===== src/rtl/lutk_frame_config_dffesr_srl_if.sv =====
// Switch-matrix and frame-config bundle for one K-input LUT/SRL BEL.
// The bench drives the master side; the BEL sits on the slave side.
interface lutk_frame_config_dffesr_srl_if #(
  parameter int K            = 4,
  parameter int NoConfigBits = (1 << K) + 4
);
  logic                    i_en;
  logic [K-1:0]            i_lutIn;
  logic                    i_ci;
  logic                    i_si;
  logic [NoConfigBits-1:0] i_configBits;
  logic                    o_co;
  logic                    o_so;
  logic                    o_out;

  modport master (
    output i_en, i_lutIn, i_ci, i_si, i_configBits,
    input  o_co, o_so, o_out
  );

  modport slave (
    input  i_en, i_lutIn, i_ci, i_si, i_configBits,
    output o_co, o_so, o_out
  );
endinterface


===== src/rtl/lutk_frame_config_dffesr_srl.sv =====
// K-input LUT BEL with optional output flop, carry majority and an SRL mode
// in which the truth table becomes an addressable, cascadable shift register.
module lutk_frame_config_dffesr_srl #(
  parameter int K            = 4,
  parameter int NoConfigBits = 20
) (
  input logic                          i_userClk,
  input logic                          i_sr,
  lutk_frame_config_dffesr_srl_if.slave bus
);
  localparam int N = 1 << K;

  logic [N-1:0] w_init;
  logic         w_ffSel;
  logic         w_ioMux;
  logic         w_setNoReset;
  logic         w_srlMode;
  logic [K-1:0] w_idx;
  logic         w_lutOut;

  logic [N-1:0] r_mem;
  logic         r_flop;

  assign w_init       = bus.i_configBits[N-1:0];
  assign w_ffSel      = bus.i_configBits[N];
  assign w_ioMux      = bus.i_configBits[N+1];
  assign w_setNoReset = bus.i_configBits[N+2];
  assign w_srlMode    = bus.i_configBits[NoConfigBits-1];

  // With IOmux set the carry-in takes the place of I[0] as the index LSB.
  assign w_idx = {bus.i_lutIn[K-1:1], w_ioMux ? bus.i_ci : bus.i_lutIn[0]};

  // The array only moves in SRL mode; in LUT mode it stays frozen.
  always_ff @(posedge i_userClk) begin
    if (w_srlMode) begin
      if (i_sr) begin
        r_mem <= w_init;
      end else if (bus.i_en) begin
        r_mem <= {r_mem[N-2:0], bus.i_si};
      end
    end
  end

  assign w_lutOut = w_srlMode ? r_mem[w_idx] : w_init[w_idx];

  // SR wins over EN, so a reset edge never captures the LUT value.
  always_ff @(posedge i_userClk) begin
    if (i_sr) begin
      r_flop <= w_setNoReset;
    end else if (bus.i_en) begin
      r_flop <= w_lutOut;
    end
  end

  assign bus.o_out = w_ffSel ? r_flop : w_lutOut;
  assign bus.o_so  = w_srlMode ? r_mem[N-1] : 1'b0;
  assign bus.o_co  = (bus.i_ci & bus.i_lutIn[1]) | (bus.i_ci & bus.i_lutIn[2]) |
                     (bus.i_lutIn[1] & bus.i_lutIn[2]);
endmodule

===== src/flat_wrapper.sv =====
// flat-port wrapper written by rule: the top's interface ports become plain ports
module lutk_frame_config_dffesr_srl_flat 
#(
  parameter int K            = 4,
  parameter int NoConfigBits = 20
)
  (i_userClk, i_sr, bus_i_en, bus_i_lutIn, bus_i_ci, bus_i_si, bus_i_configBits, bus_o_co, bus_o_so, bus_o_out);
  lutk_frame_config_dffesr_srl_if #(.K(K), .NoConfigBits(NoConfigBits)) bus_i ();
  input logic i_userClk;
  input logic i_sr;
  input wire logic [$bits(bus_i.i_en)-1:0] bus_i_en;
  input wire logic [$bits(bus_i.i_lutIn)-1:0] bus_i_lutIn;
  input wire logic [$bits(bus_i.i_ci)-1:0] bus_i_ci;
  input wire logic [$bits(bus_i.i_si)-1:0] bus_i_si;
  input wire logic [$bits(bus_i.i_configBits)-1:0] bus_i_configBits;
  output wire logic [$bits(bus_i.o_co)-1:0] bus_o_co;
  output wire logic [$bits(bus_i.o_so)-1:0] bus_o_so;
  output wire logic [$bits(bus_i.o_out)-1:0] bus_o_out;
  assign bus_i.i_en = bus_i_en;
  assign bus_i.i_lutIn = bus_i_lutIn;
  assign bus_i.i_ci = bus_i_ci;
  assign bus_i.i_si = bus_i_si;
  assign bus_i.i_configBits = bus_i_configBits;
  assign bus_o_co = bus_i.o_co;
  assign bus_o_so = bus_i.o_so;
  assign bus_o_out = bus_i.o_out;
  lutk_frame_config_dffesr_srl #(.K(K), .NoConfigBits(NoConfigBits)) u_core (.i_userClk(i_userClk), .i_sr(i_sr), .bus(bus_i));
endmodule

===== config.mk =====
export PLATFORM = sky130hd
export DESIGN_NAME = lutk_frame_config_dffesr_srl_flat
export DESIGN_NICKNAME = d
export VERILOG_FILES = /design/src/rtl/lutk_frame_config_dffesr_srl_if.sv /design/src/rtl/lutk_frame_config_dffesr_srl.sv /design/src/flat_wrapper.sv
export SDC_FILE = /design/constraint.sdc
export NUM_CORES = 1
export LEC_CHECK = 0
export ABC_AREA = 1
export ABC_CLOCK_PERIOD_IN_PS = 2280
export BUFFER_PORTS_ARGS = -buffer_cell sky130_fd_sc_hd__buf_2
export CAP_MARGIN = 10
export CELL_PAD_IN_SITES_DETAIL_PLACEMENT = 1
export CELL_PAD_IN_SITES_GLOBAL_PLACEMENT = 1
export CORE_UTILIZATION = 37
export DETAILED_ROUTE_END_ITERATION = 10
export PLACE_DENSITY_LB_ADDON = 0.15
export SKIP_LAST_GASP = 1
export SYNTH_ARGS = -nofsm -noshare
export SYNTH_HDL_FRONTEND = slang
export SYNTH_SLANG_ARGS = --single-unit

===== constraint.sdc =====
create_clock -name i_userClk -period 2.28 [get_ports i_userClk]
set_clock_uncertainty 0.15 [all_clocks]
set_input_delay 0.342 -clock i_userClk [delete_from_list [all_inputs] [get_ports i_userClk]]
set_output_delay 0.342 -clock i_userClk [all_outputs]
set_load 0.02 [all_outputs]

After elaboration in Yosys (flattened, before gate mapping):

Cells that the tools add are included.

* $lt $le $gt $ge: 1
* muxes and demuxes: 12
* bitwise logic cells: 5
* reductions and logical operators: 2

Operators by type and width (count)
* 16-bit 2-to-1 mux: 2
* 1-bit binary-select mux with 4-bit select: 2
* 1-bit 2-to-1 mux: 8
* 4-bit by 5-bit less-than comparator with 1-bit output (second input constant): 1
* 1-bit bitwise AND: 3
* 1-bit OR: 2
* 2-bit AND reduction: 1
* 2-bit nonzero test: 1

* flip-flop bits (word level): 17
* bits of input ports: 29
* output and inout port bits: 3
* logic and storage cells: 22

Logic depth before layout (Yosys ltp):

Gate-level depths: netlist of the first run.

* depth in word-level cells: 6
* mapped depth: 11
* mapped depth without buffers: 10

Worst setup path after synthesis of the first run:

Ideal clock, no wire load.

* kind: input to register
* start point: input i_sr
* end point: register u_core.r_mem[0] (enable)
* library setup time: 0.394 ns
* data arrival time: 1.231 ns
* required time: 1.736 ns
* path slack: 0.505 ns
* stages: 2
* buffers on the path: 0
* path through: inv_1 > a21oi_1

* longest elaborated chain between the ends: 2

Ends and longest elaborated chain
* start: declaration: RTL line flat_wrapper.sv:10 `input logic i_sr;`
* 2-bit nonzero test (no line)
* 2-bit AND reduction (no line)
* end signal: assignment: RTL line lutk_frame_config_dffesr_srl.sv:37 `r_mem <= w_init;`
* end signal: assignment: RTL line lutk_frame_config_dffesr_srl.sv:39 `r_mem <= {r_mem[N-2:0], bus.i_si};`
* end: declaration: RTL line lutk_frame_config_dffesr_srl.sv:21 `logic [N-1:0] r_mem;`

No other way between the ends.
A chain may end at the register's enable or synchronous reset.

Worst setup path in the final report of the first run:

* start point: input bus_i_lutIn[1]
* end point: output bus_o_out

* longest elaborated chain between the ends: 4
* elaborated cells on any way between the ends: 6
* those cells by class: 6 x mux

Ends and longest elaborated chain
* start: declaration: RTL line flat_wrapper.sv:12 `input wire logic [$bits(bus_i.i_lutIn)-1:0] bus_i_lutIn;`
* 1-bit binary-select mux with 4-bit select: RTL line lutk_frame_config_dffesr_srl.sv:44 `assign w_lutOut = w_srlMode ? r_mem[w_idx] : w_init[w_idx];`
* 1-bit 2-to-1 mux (implied by the code): RTL line lutk_frame_config_dffesr_srl.sv:44
* 1-bit 2-to-1 mux *: RTL line lutk_frame_config_dffesr_srl.sv:44
* 1-bit 2-to-1 mux *: RTL line lutk_frame_config_dffesr_srl.sv:55 `assign bus.o_out = w_ffSel ? r_flop : w_lutOut;`
* end: declaration: RTL line flat_wrapper.sv:18 `output wire logic [$bits(bus_i.o_out)-1:0] bus_o_out;`

Every way passes the cells marked *; elsewhere a longest branch is shown, timed or not. The select of a mux whose other input is x is not followed.

==> impl_results.html, run 1 <==
<table>
<tr><th>Metric</th><th>Value</th></tr>
<tr><th colspan="2">Outcome</th></tr>
<tr><td>Status</td><td>finished clean</td></tr>
<tr><th colspan="2">Clock tree</th></tr>
<tr><td>Root buffer cell</td><td>sky130_fd_sc_hd__clkbuf_4</td></tr>
<tr><td>Clock sinks</td><td>17</td></tr>
<tr><td>Clk slew on worst S/H paths</td><td>about 0.1 ns</td></tr>
<tr><td>H-tree Lvls</td><td>1</td></tr>
<tr><td>Clock tree from TritonCTS</td><td>done</td></tr>
<tr><td>Total clock buffers created by CTS</td><td>3</td></tr>
<tr><td>Maximum buffer depth of the clock tree</td><td>2</td></tr>
<tr><td>Clock latency of the later-clocked register in the worst-skew pair</td><td>approximately 0.3 ns</td></tr>
<tr><td>Post-cts hold buffer count</td><td>0</td></tr>
<tr><td>Count of buffers added by post-CTS timing repair for setup</td><td>0</td></tr>
<tr><th colspan="2">Worst setup path</th></tr>
<tr><td>Startpoint Class</td><td>input pin</td></tr>
<tr><td>CP arrival</td><td>around 1.6 ns</td></tr>
<tr><td>Number of cells traversed by the worst register-to-register path</td><td>8</td></tr>
<tr><td>Reg2reg start</td><td>u_core.r_mem[10]</td></tr>
<tr><td>Critical path start-end classification</td><td>in -&gt; out</td></tr>
<tr><td>Critical path startpoint</td><td>bus_i_lutIn[1]</td></tr>
<tr><td>Critical register-to-register path endpoint</td><td>u_core.r_flop</td></tr>
<tr><td>Reg-to-reg slack, setup</td><td>0.87 ns</td></tr>
<tr><td>Kind of end point of the critical path</td><td>output pin</td></tr>
<tr><td>Required time at the endpoint of the critical path</td><td>around 1.8 ns</td></tr>
<tr><td>Critical Path Sink</td><td>bus_o_out</td></tr>
<tr><td>Crit path max fanout</td><td>10</td></tr>
<tr><th colspan="2">Place</th></tr>
<tr><td>Weighted congestion at the end of routability-driven global placement</td><td>roughly 0.74</td></tr>
<tr><td>Quantity of I/O buffers inserted on ports</td><td>31</td></tr>
<tr><td>HPWL after DPL</td><td>~2500 um</td></tr>
<tr><th colspan="2">Synthesis</th></tr>
<tr><td>Number of instances in the synthesized netlist</td><td>~180</td></tr>
<tr><td>Cell area after technology mapping</td><td>about 1200 um2</td></tr>
<tr><td>Post-synthesis mux area share</td><td>0</td></tr>
<tr><td>Net count after synthesis</td><td>slightly above 200</td></tr>
<tr><td>Adder-cell share of the synthesized area</td><td>0</td></tr>
<tr><td>Synth Area in Simple Gates</td><td>0.343</td></tr>
<tr><td>Leading cell types by total area after synthesis</td><td>sky130_fd_sc_hd__edfxtp_1, sky130_fd_sc_hd__nand2_1, sky130_fd_sc_hd__nand3_1</td></tr>
<tr><td>Top-count cell post-synth</td><td>sky130_fd_sc_hd__nand2_1</td></tr>
<tr><td>Number of synthesized flops with an enable pin</td><td>17</td></tr>
<tr><td>Largest family of logic cells by synthesized area</td><td>simple AND/OR/NAND/NOR gates</td></tr>
<tr><td>Predominant post-synthesis flop cell</td><td>sky130_fd_sc_hd__edfxtp_1</td></tr>
<tr><td>Sequential area share after synthesis</td><td>0.410</td></tr>
<tr><td>Number of different library cells in the post-synthesis netlist</td><td>15</td></tr>
<tr><td>Mean instance size in the synthesized netlist</td><td>7.04 um2</td></tr>
<tr><td>Synthesis Warnings</td><td>0</td></tr>
<tr><td>Leading post-synthesis cells by instance count</td><td>sky130_fd_sc_hd__nand2_1, sky130_fd_sc_hd__inv_1, sky130_fd_sc_hd__nand3_1, sky130_fd_sc_hd__o21ai_0, sky130_fd_sc_hd__edfxtp_1</td></tr>
<tr><td>Xor-xnor portion of the synthesized cell area</td><td>0</td></tr>
<tr><td>Async set-or-reset flop fraction in the synthesized netlist</td><td>0</td></tr>
<tr><td>Top cell type by total area after synthesis</td><td>sky130_fd_sc_hd__edfxtp_1</td></tr>
<tr><td>Area fraction of the dominant cell type after synthesis</td><td>0.410</td></tr>
<tr><td>Number of register bits inferred by synthesis</td><td>17</td></tr>
<tr><td>Synth Area in Compound Gates</td><td>0.0763</td></tr>
<tr><th colspan="2">Timing</th></tr>
<tr><td>Relative slew slack</td><td>0.830</td></tr>
<tr><td>Final worst path period share</td><td>0.908</td></tr>
<tr><td>Number of setup violations in the final report</td><td>0</td></tr>
<tr><td>Transition time of the tightest slew-check pin</td><td>about 0.25 ns</td></tr>
<tr><td>Unrepaired setup endpoints after global routing</td><td>false</td></tr>
<tr><td>Setup TNS</td><td>0 ns</td></tr>
<tr><td>Achievable clock frequency</td><td>between 400 and 500 MHz</td></tr>
<tr><td>Number of pins exceeding their max-slew limit in the final report</td><td>0</td></tr>
<tr><td>Final Hold Vio Count</td><td>0</td></tr>
<tr><td>Fin crit period</td><td>just over 2 ns</td></tr>
<tr><th colspan="2">Floorplanning</th></tr>
<tr><td>IO Count</td><td>32</td></tr>
<tr><td>Standard cell core area</td><td>about 3100 um2</td></tr>
<tr><td>Initial standard-cell utilization of the core</td><td>0.398</td></tr>
<tr><td>Chip height</td><td>approximately 60 um</td></tr>
<tr><td>Die outline width</td><td>between 60 and 70 um</td></tr>
<tr><td>Total number of placement rows</td><td>20</td></tr>
<tr><td>Area of the die</td><td>around 3600 um2</td></tr>
<tr><th colspan="2">Power</th></tr>
<tr><td>Largest vdd supply drop</td><td>0.238 mV</td></tr>
<tr><td>Leakage power total</td><td>just under 0.0008 uW</td></tr>
<tr><td>Power Dens Cells</td><td>between 500 and 600 nW/um2</td></tr>
<tr><th colspan="2">Routing</th></tr>
<tr><td>Avg WL per Cell</td><td>12.4 um</td></tr>
<tr><td>Number of design-rule violations left by the first detailed-router iteration</td><td>33</td></tr>
<tr><td>TritonRoute pass-1 iters</td><td>4</td></tr>
<tr><td>Via/cell ratio</td><td>approximately 4.7</td></tr>
<tr><td>Remaining routing DRC violations</td><td>0</td></tr>
<tr><td>Antenna violation net count after detailed routing</td><td>0</td></tr>
<tr><td>Overall routed net length</td><td>between 3000 and 4000 um</td></tr>
<tr><td>Vias after detailed routing</td><td>roughly 1200</td></tr>
<tr><th colspan="2">GRT</th></tr>
<tr><td>Remaining global-route overflow</td><td>0</td></tr>
<tr><td>Number of antenna violations at the first check in global routing</td><td>0</td></tr>
<tr><td>Number of global-route vias before repair</td><td>roughly 1200</td></tr>
<tr><td>Tot GR Track Use</td><td>0.198</td></tr>
<tr><td>Largest net degree at the start of global routing</td><td>32</td></tr>
<tr><td>Wire length of the first global-routing pass</td><td>around 5200 um</td></tr>
<tr><th colspan="2">Layout</th></tr>
<tr><td># diodes</td><td>0</td></tr>
<tr><td>Final core area utilization</td><td>0.466</td></tr>
<tr><td>Fraction of layout cells with a size suffix above 1</td><td>0.220</td></tr>
<tr><td>Area Growth Syn to Fin</td><td>16.9%</td></tr>
<tr><td>Final-stage net count</td><td>239</td></tr>
<tr><th colspan="2">Hold path</th></tr>
<tr><td>Hold Crit Class</td><td>in -&gt; reg</td></tr>
<tr><th colspan="2">Run</th></tr>
<tr><td>Max-cap violations</td><td>0</td></tr>
</table>
## registers in the layout, indices dropped and copies added (netlist names)
name / count
u_core.r_flop: 1
u_core.r_mem: 16
## routing by layer
| layer | global-route usage | wire length [um] | vias to the layer above |
|---|---|---|---|
| met5 | 0 | 0 | - |
| met4 | 0.0598 | 26 | 0 |
| met3 | 0.0281 | 95 | 4 |
| met2 | 0.348 | 1560 | 18 |
| met1 | 0.250 | 1460 | 544 |
| li1 | - | - | 623 |
## report_power, final
| group | switching, uW | internal, uW |
|---|---|---|
| Clock | 107 | 68.2 |
| Sequential | 6.23 | 372 |
| Combinational | 117 | 67.2 |
| Total | 231 | 508 |
## cell usage in the layout (no fill, tap or decap)
cell type / instances
sky130_fd_sc_hd__clkbuf_1: 1
sky130_fd_sc_hd__buf_4: 3
sky130_fd_sc_hd__o21ai_0: 18
sky130_fd_sc_hd__clkbuf_4: 3
sky130_fd_sc_hd__nand2_4: 2
sky130_fd_sc_hd__inv_2: 1
sky130_fd_sc_hd__edfxtp_1: 17
sky130_fd_sc_hd__buf_2: 31
sky130_fd_sc_hd__nand2_2: 3
sky130_fd_sc_hd__nand3_2: 3
sky130_fd_sc_hd__clkinv_1: 1
sky130_fd_sc_hd__nand3_1: 35
sky130_fd_sc_hd__nand2_1: 49
sky130_fd_sc_hd__a21oi_1: 1
sky130_fd_sc_hd__inv_1: 41
## worst min path at each step
stage / startpoint / to / depth (start not counted)
2_1_floorplan: bus_i_configBits[18] / u_core.r_flop / 2
6_report: bus_i_configBits[18] / u_core.r_flop / 3
4_1_cts: bus_i_configBits[18] / u_core.r_flop / 3
5_1_grt: bus_i_configBits[18] / u_core.r_flop / 3
3_3_place_gp: u_core.r_mem[0] / u_core.r_mem[1] / 2
3_5_place_dp: u_core.r_mem[5] / u_core.r_mem[6] / 2
## layout make-up
class / instances / area (um2)
Multi-Input combinational cell: 111 / 526
Fill cell: 434 / 1670
Inverter: 43 / 161
Timing Repair Buffer: 34 / 178
Clock buffer: 4 / 26.3
Tap cell: 44 / 55.1
Sequential cell: 17 / 510
## kinds of logic after synthesis
kind of cell    after synthesis
compound gates               19
simple gates                 92
buf+inv                      49
flops                        17
## worst max-delay path: stages
cell and delay, ns:
sky130_fd_sc_hd__buf_2 0.20, sky130_fd_sc_hd__clkinv_1 0.28, sky130_fd_sc_hd__nand3_1 0.17, sky130_fd_sc_hd__nand3_1 0.08, sky130_fd_sc_hd__nand3_1 0.11, sky130_fd_sc_hd__nand3_2 0.09
sky130_fd_sc_hd__nand3_1 0.10, sky130_fd_sc_hd__nand2_1 0.06, sky130_fd_sc_hd__buf_2 0.16
## timing repair
action | in CTS | in global routing
hold endpoints to repair | 0 | 0
resized for setup | 0 | 1
endpoints found under the setup margin | 0 | 1
## per-stage QoR
step	hold WS, ns	instance area, um2	instances	setup slack (ns)	power [uW]
floorplan	0.378	1250	177	0.505	507
global placement	0.437	1430	249	0.231	563
detailed placement	0.450	1430	249	0.121	571
CTS	0.165	1450	253	0.102	746
global route	0.177	1460	253	0.102	782
finish	0.171	1460	253	0.209	738
(Power assumes the default switching activity.)
==> inputs of run 2 (changes only) <==
CORE_UTILIZATION = 35   (was 37)
RECOVER_POWER = 50   (was not set)
==> run 2 against run 1 <==
  * Clock power is essentially flat
  * Cell count grew 0.40%
  * Via count grew 1.7%
  * Combinational power is essentially flat
  * Routed wire length grew 2.7%
  * Power shrank 0.80%
==> impl_results.html, run 2 (same netlist as run 1, synthesis figures left out) <==
<table>
<tr><th>Metric</th><th>Value</th></tr>
<tr><th colspan="2">Timing</th></tr>
<tr><td>Relative slew slack</td><td>0.277</td></tr>
<tr><td>Number of pins exceeding their max-slew limit in the final report</td><td>0</td></tr>
<tr><td>Final setup slack of the worst path</td><td>about 0.22 ns</td></tr>
<tr><td>Final Hold Vio Count</td><td>0</td></tr>
<tr><td>Achievable clock frequency</td><td>486 MHz</td></tr>
<tr><td>Fin crit period</td><td>about 2 ns</td></tr>
<tr><td>Final worst path period share</td><td>0.902</td></tr>
<tr><td>Unrepaired setup endpoints after global routing</td><td>false</td></tr>
<tr><td>Number of setup violations in the final report</td><td>0</td></tr>
<tr><td>Transition time of the tightest slew-check pin</td><td>~1.1 ns</td></tr>
<tr><td>Setup TNS</td><td>0 ns</td></tr>
<tr><th colspan="2">Routing</th></tr>
<tr><td>Remaining routing DRC violations</td><td>0</td></tr>
<tr><td>Via/cell ratio</td><td>approximately 4.8</td></tr>
<tr><td>Number of design-rule violations left by the first detailed-router iteration</td><td>31</td></tr>
<tr><td>TritonRoute pass-1 iters</td><td>4</td></tr>
<tr><td>Overall routed net length</td><td>between 3000 and 4000 um</td></tr>
<tr><td>Vias after detailed routing</td><td>around 1200</td></tr>
<tr><td>Antenna violation net count after detailed routing</td><td>0</td></tr>
<tr><td>Avg WL per Cell</td><td>~13 um</td></tr>
<tr><th colspan="2">Worst setup path</th></tr>
<tr><td>Startpoint Class</td><td>input pin</td></tr>
<tr><td>Required time at the endpoint of the critical path</td><td>about 1.8 ns</td></tr>
<tr><td>Critical path start-end classification</td><td>in -&gt; out</td></tr>
<tr><td>CP arrival</td><td>1.57 ns</td></tr>
<tr><td>Kind of end point of the critical path</td><td>output pin</td></tr>
<tr><td>Crit path max fanout</td><td>10</td></tr>
<tr><th colspan="2">GRT</th></tr>
<tr><td>Tot GR Track Use</td><td>0.191</td></tr>
<tr><td>Number of global-route vias before repair</td><td>1163</td></tr>
<tr><td>Largest net degree at the start of global routing</td><td>32</td></tr>
<tr><td>Remaining global-route overflow</td><td>0</td></tr>
<tr><td>Number of antenna violations at the first check in global routing</td><td>0</td></tr>
<tr><td>Wire length of the first global-routing pass</td><td>roughly 5300 um</td></tr>
<tr><th colspan="2">Layout</th></tr>
<tr><td>Flip-flop count of the largest register after layout</td><td>16</td></tr>
<tr><td>Register with the highest flop count</td><td>u_core.r_mem</td></tr>
<tr><td>Final core area utilization</td><td>0.429</td></tr>
<tr><td>Cell area after layout</td><td>between 1000 and 1500 um2</td></tr>
<tr><td>Final-stage net count</td><td>238</td></tr>
<tr><td>Leading cell type in the layout, fill and taps excluded</td><td>sky130_fd_sc_hd__nand2_1</td></tr>
<tr><td>Area Growth Syn to Fin</td><td>15.9%</td></tr>
<tr><td>Fraction of layout cells with a size suffix above 1</td><td>0.207</td></tr>
<tr><td>Largest registers ranked by flip-flop count</td><td>u_core.r_mem (16), u_core.r_flop (1)</td></tr>
<tr><td>Most used cells in the layout excluding fill and tap cells</td><td>sky130_fd_sc_hd__nand2_1, sky130_fd_sc_hd__inv_1, sky130_fd_sc_hd__nand3_1</td></tr>
<tr><td># diodes</td><td>0</td></tr>
<tr><th colspan="2">Run</th></tr>
<tr><td>Max-cap violations</td><td>0</td></tr>
<tr><th colspan="2">Clock tree</th></tr>
<tr><td>Total clock buffers created by CTS</td><td>3</td></tr>
<tr><td>Root buffer cell</td><td>sky130_fd_sc_hd__clkbuf_4</td></tr>
<tr><td>Clk slew on worst S/H paths</td><td>around 0.12 ns</td></tr>
<tr><td>H-tree Lvls</td><td>1</td></tr>
<tr><td>Maximum buffer depth of the clock tree</td><td>2</td></tr>
<tr><td>Clock tree from TritonCTS</td><td>done</td></tr>
<tr><td>Clock sinks</td><td>17</td></tr>
<tr><td>Clock latency of the later-clocked register in the worst-skew pair</td><td>roughly 0.30 ns</td></tr>
<tr><th colspan="2">Power</th></tr>
<tr><td>Reg power frac</td><td>0.517</td></tr>
<tr><td>Switch Pwr</td><td>roughly 230 uW</td></tr>
<tr><td>Leakage power total</td><td>around 0.00077 uW</td></tr>
<tr><td>Internal power summed over all cells</td><td>approximately 500 uW</td></tr>
<tr><td>Power Dens Cells</td><td>roughly 510 nW/um2</td></tr>
<tr><td>Clock share of power</td><td>0.236</td></tr>
<tr><td>Combinational Power Share</td><td>0.247</td></tr>
<tr><td>Net switching share of the total power</td><td>0.314</td></tr>
<tr><td>Largest vdd supply drop</td><td>between 0.3 and 0.4 mV</td></tr>
<tr><th colspan="2">Place</th></tr>
<tr><td>Quantity of I/O buffers inserted on ports</td><td>31</td></tr>
<tr><td>Post-Place Cell Area</td><td>between 1000 and 1500 um2</td></tr>
<tr><td>HPWL after DPL</td><td>between 2000 and 3000 um</td></tr>
<tr><td>Placement Setup Slack</td><td>0.154 ns</td></tr>
<tr><td>Weighted congestion at the end of routability-driven global placement</td><td>0.831</td></tr>
<tr><th colspan="2">Floorplanning</th></tr>
<tr><td>Initial standard-cell utilization of the core</td><td>0.371</td></tr>
<tr><td>Area of the die</td><td>about 3800 um2</td></tr>
<tr><td>Total number of placement rows</td><td>21</td></tr>
<tr><td>IO Count</td><td>32</td></tr>
<tr><td>Chip height</td><td>~60 um</td></tr>
<tr><td>Standard cell core area</td><td>approximately 3400 um2</td></tr>
<tr><td>Die outline width</td><td>between 60 and 70 um</td></tr>
<tr><th colspan="2">Outcome</th></tr>
<tr><td>Status</td><td>finished clean</td></tr>
<tr><th colspan="2">Hold path</th></tr>
<tr><td>Hold Crit Class</td><td>in -&gt; reg</td></tr>
</table>
run 2: critical path, stage by stage:
cell and delay [ns]:
sky130_fd_sc_hd__buf_2 0.20, sky130_fd_sc_hd__clkinv_1 0.28, sky130_fd_sc_hd__nand3_1 0.18, sky130_fd_sc_hd__nand3_1 0.08, sky130_fd_sc_hd__nand3_1 0.11, sky130_fd_sc_hd__nand3_2 0.09, sky130_fd_sc_hd__nand3_1 0.09, sky130_fd_sc_hd__nand2_1 0.04
sky130_fd_sc_hd__buf_2 0.15
run 2: metrics by stage:
step / std cells / hold WS [ns] / total power [uW]
after floorplan: 177 / 0.378 / 507
after global placement: 250 / 0.427 / 563
after detailed placement: 250 / 0.451 / 569
after CTS: 254 / 0.177 / 742
after global routing: 254 / 0.181 / 783
final: 254 / 0.177 / 733
run 2: layout make-up:
type / instances / area [um2]
clock buffer: 3 / 22.5
clock inverter: 1 / 5.00
fill: 484 / 1920
inverter: 43 / 161
multi-input combinational: 111 / 526
sequential: 17 / 510
tap: 46 / 57.6
timing repair buffer: 33 / 161
run 2: power groups by stage:
stage	clock network, uW	logic, uW	registers (uW)
after floorplan	0	123	384
after global placement	0	178	385
after detailed placement	0	183	386
after CTS	179	184	379
after global routing	192	209	382
final	173	181	379
run 2: timing repair:
item,in CTS,in global routing
buffers inserted,0,0
resized for setup,0,1
hold buffers,0,0
endpoints found under the setup margin,0,1
run 2: path summary, 6_finish.rpt:
| kind | start | end | slack, ns | depth (start not counted) |
|---|---|---|---|---|
| setup reg to reg | u_core.r_mem[8] | u_core.r_flop | 0.87 | 8 |
| hold reg to reg | u_core.r_mem[14] | u_core.r_mem[15] | 0.47 | 2 |
| hold / removal | bus_i_configBits[18] | u_core.r_flop | 0.18 | 3 |
| setup / recovery | bus_i_lutIn[1] | bus_o_out | 0.22 | 9 |
run 2: per-layer routing:
layer,GRT usage,vias to the layer above,wire length (um)
met5,0,-,0
met1,0.281,560,1610
met2,0.292,24,1460
li1,-,621,-
met3,0.0273,4,127
met4,0.0476,0,27
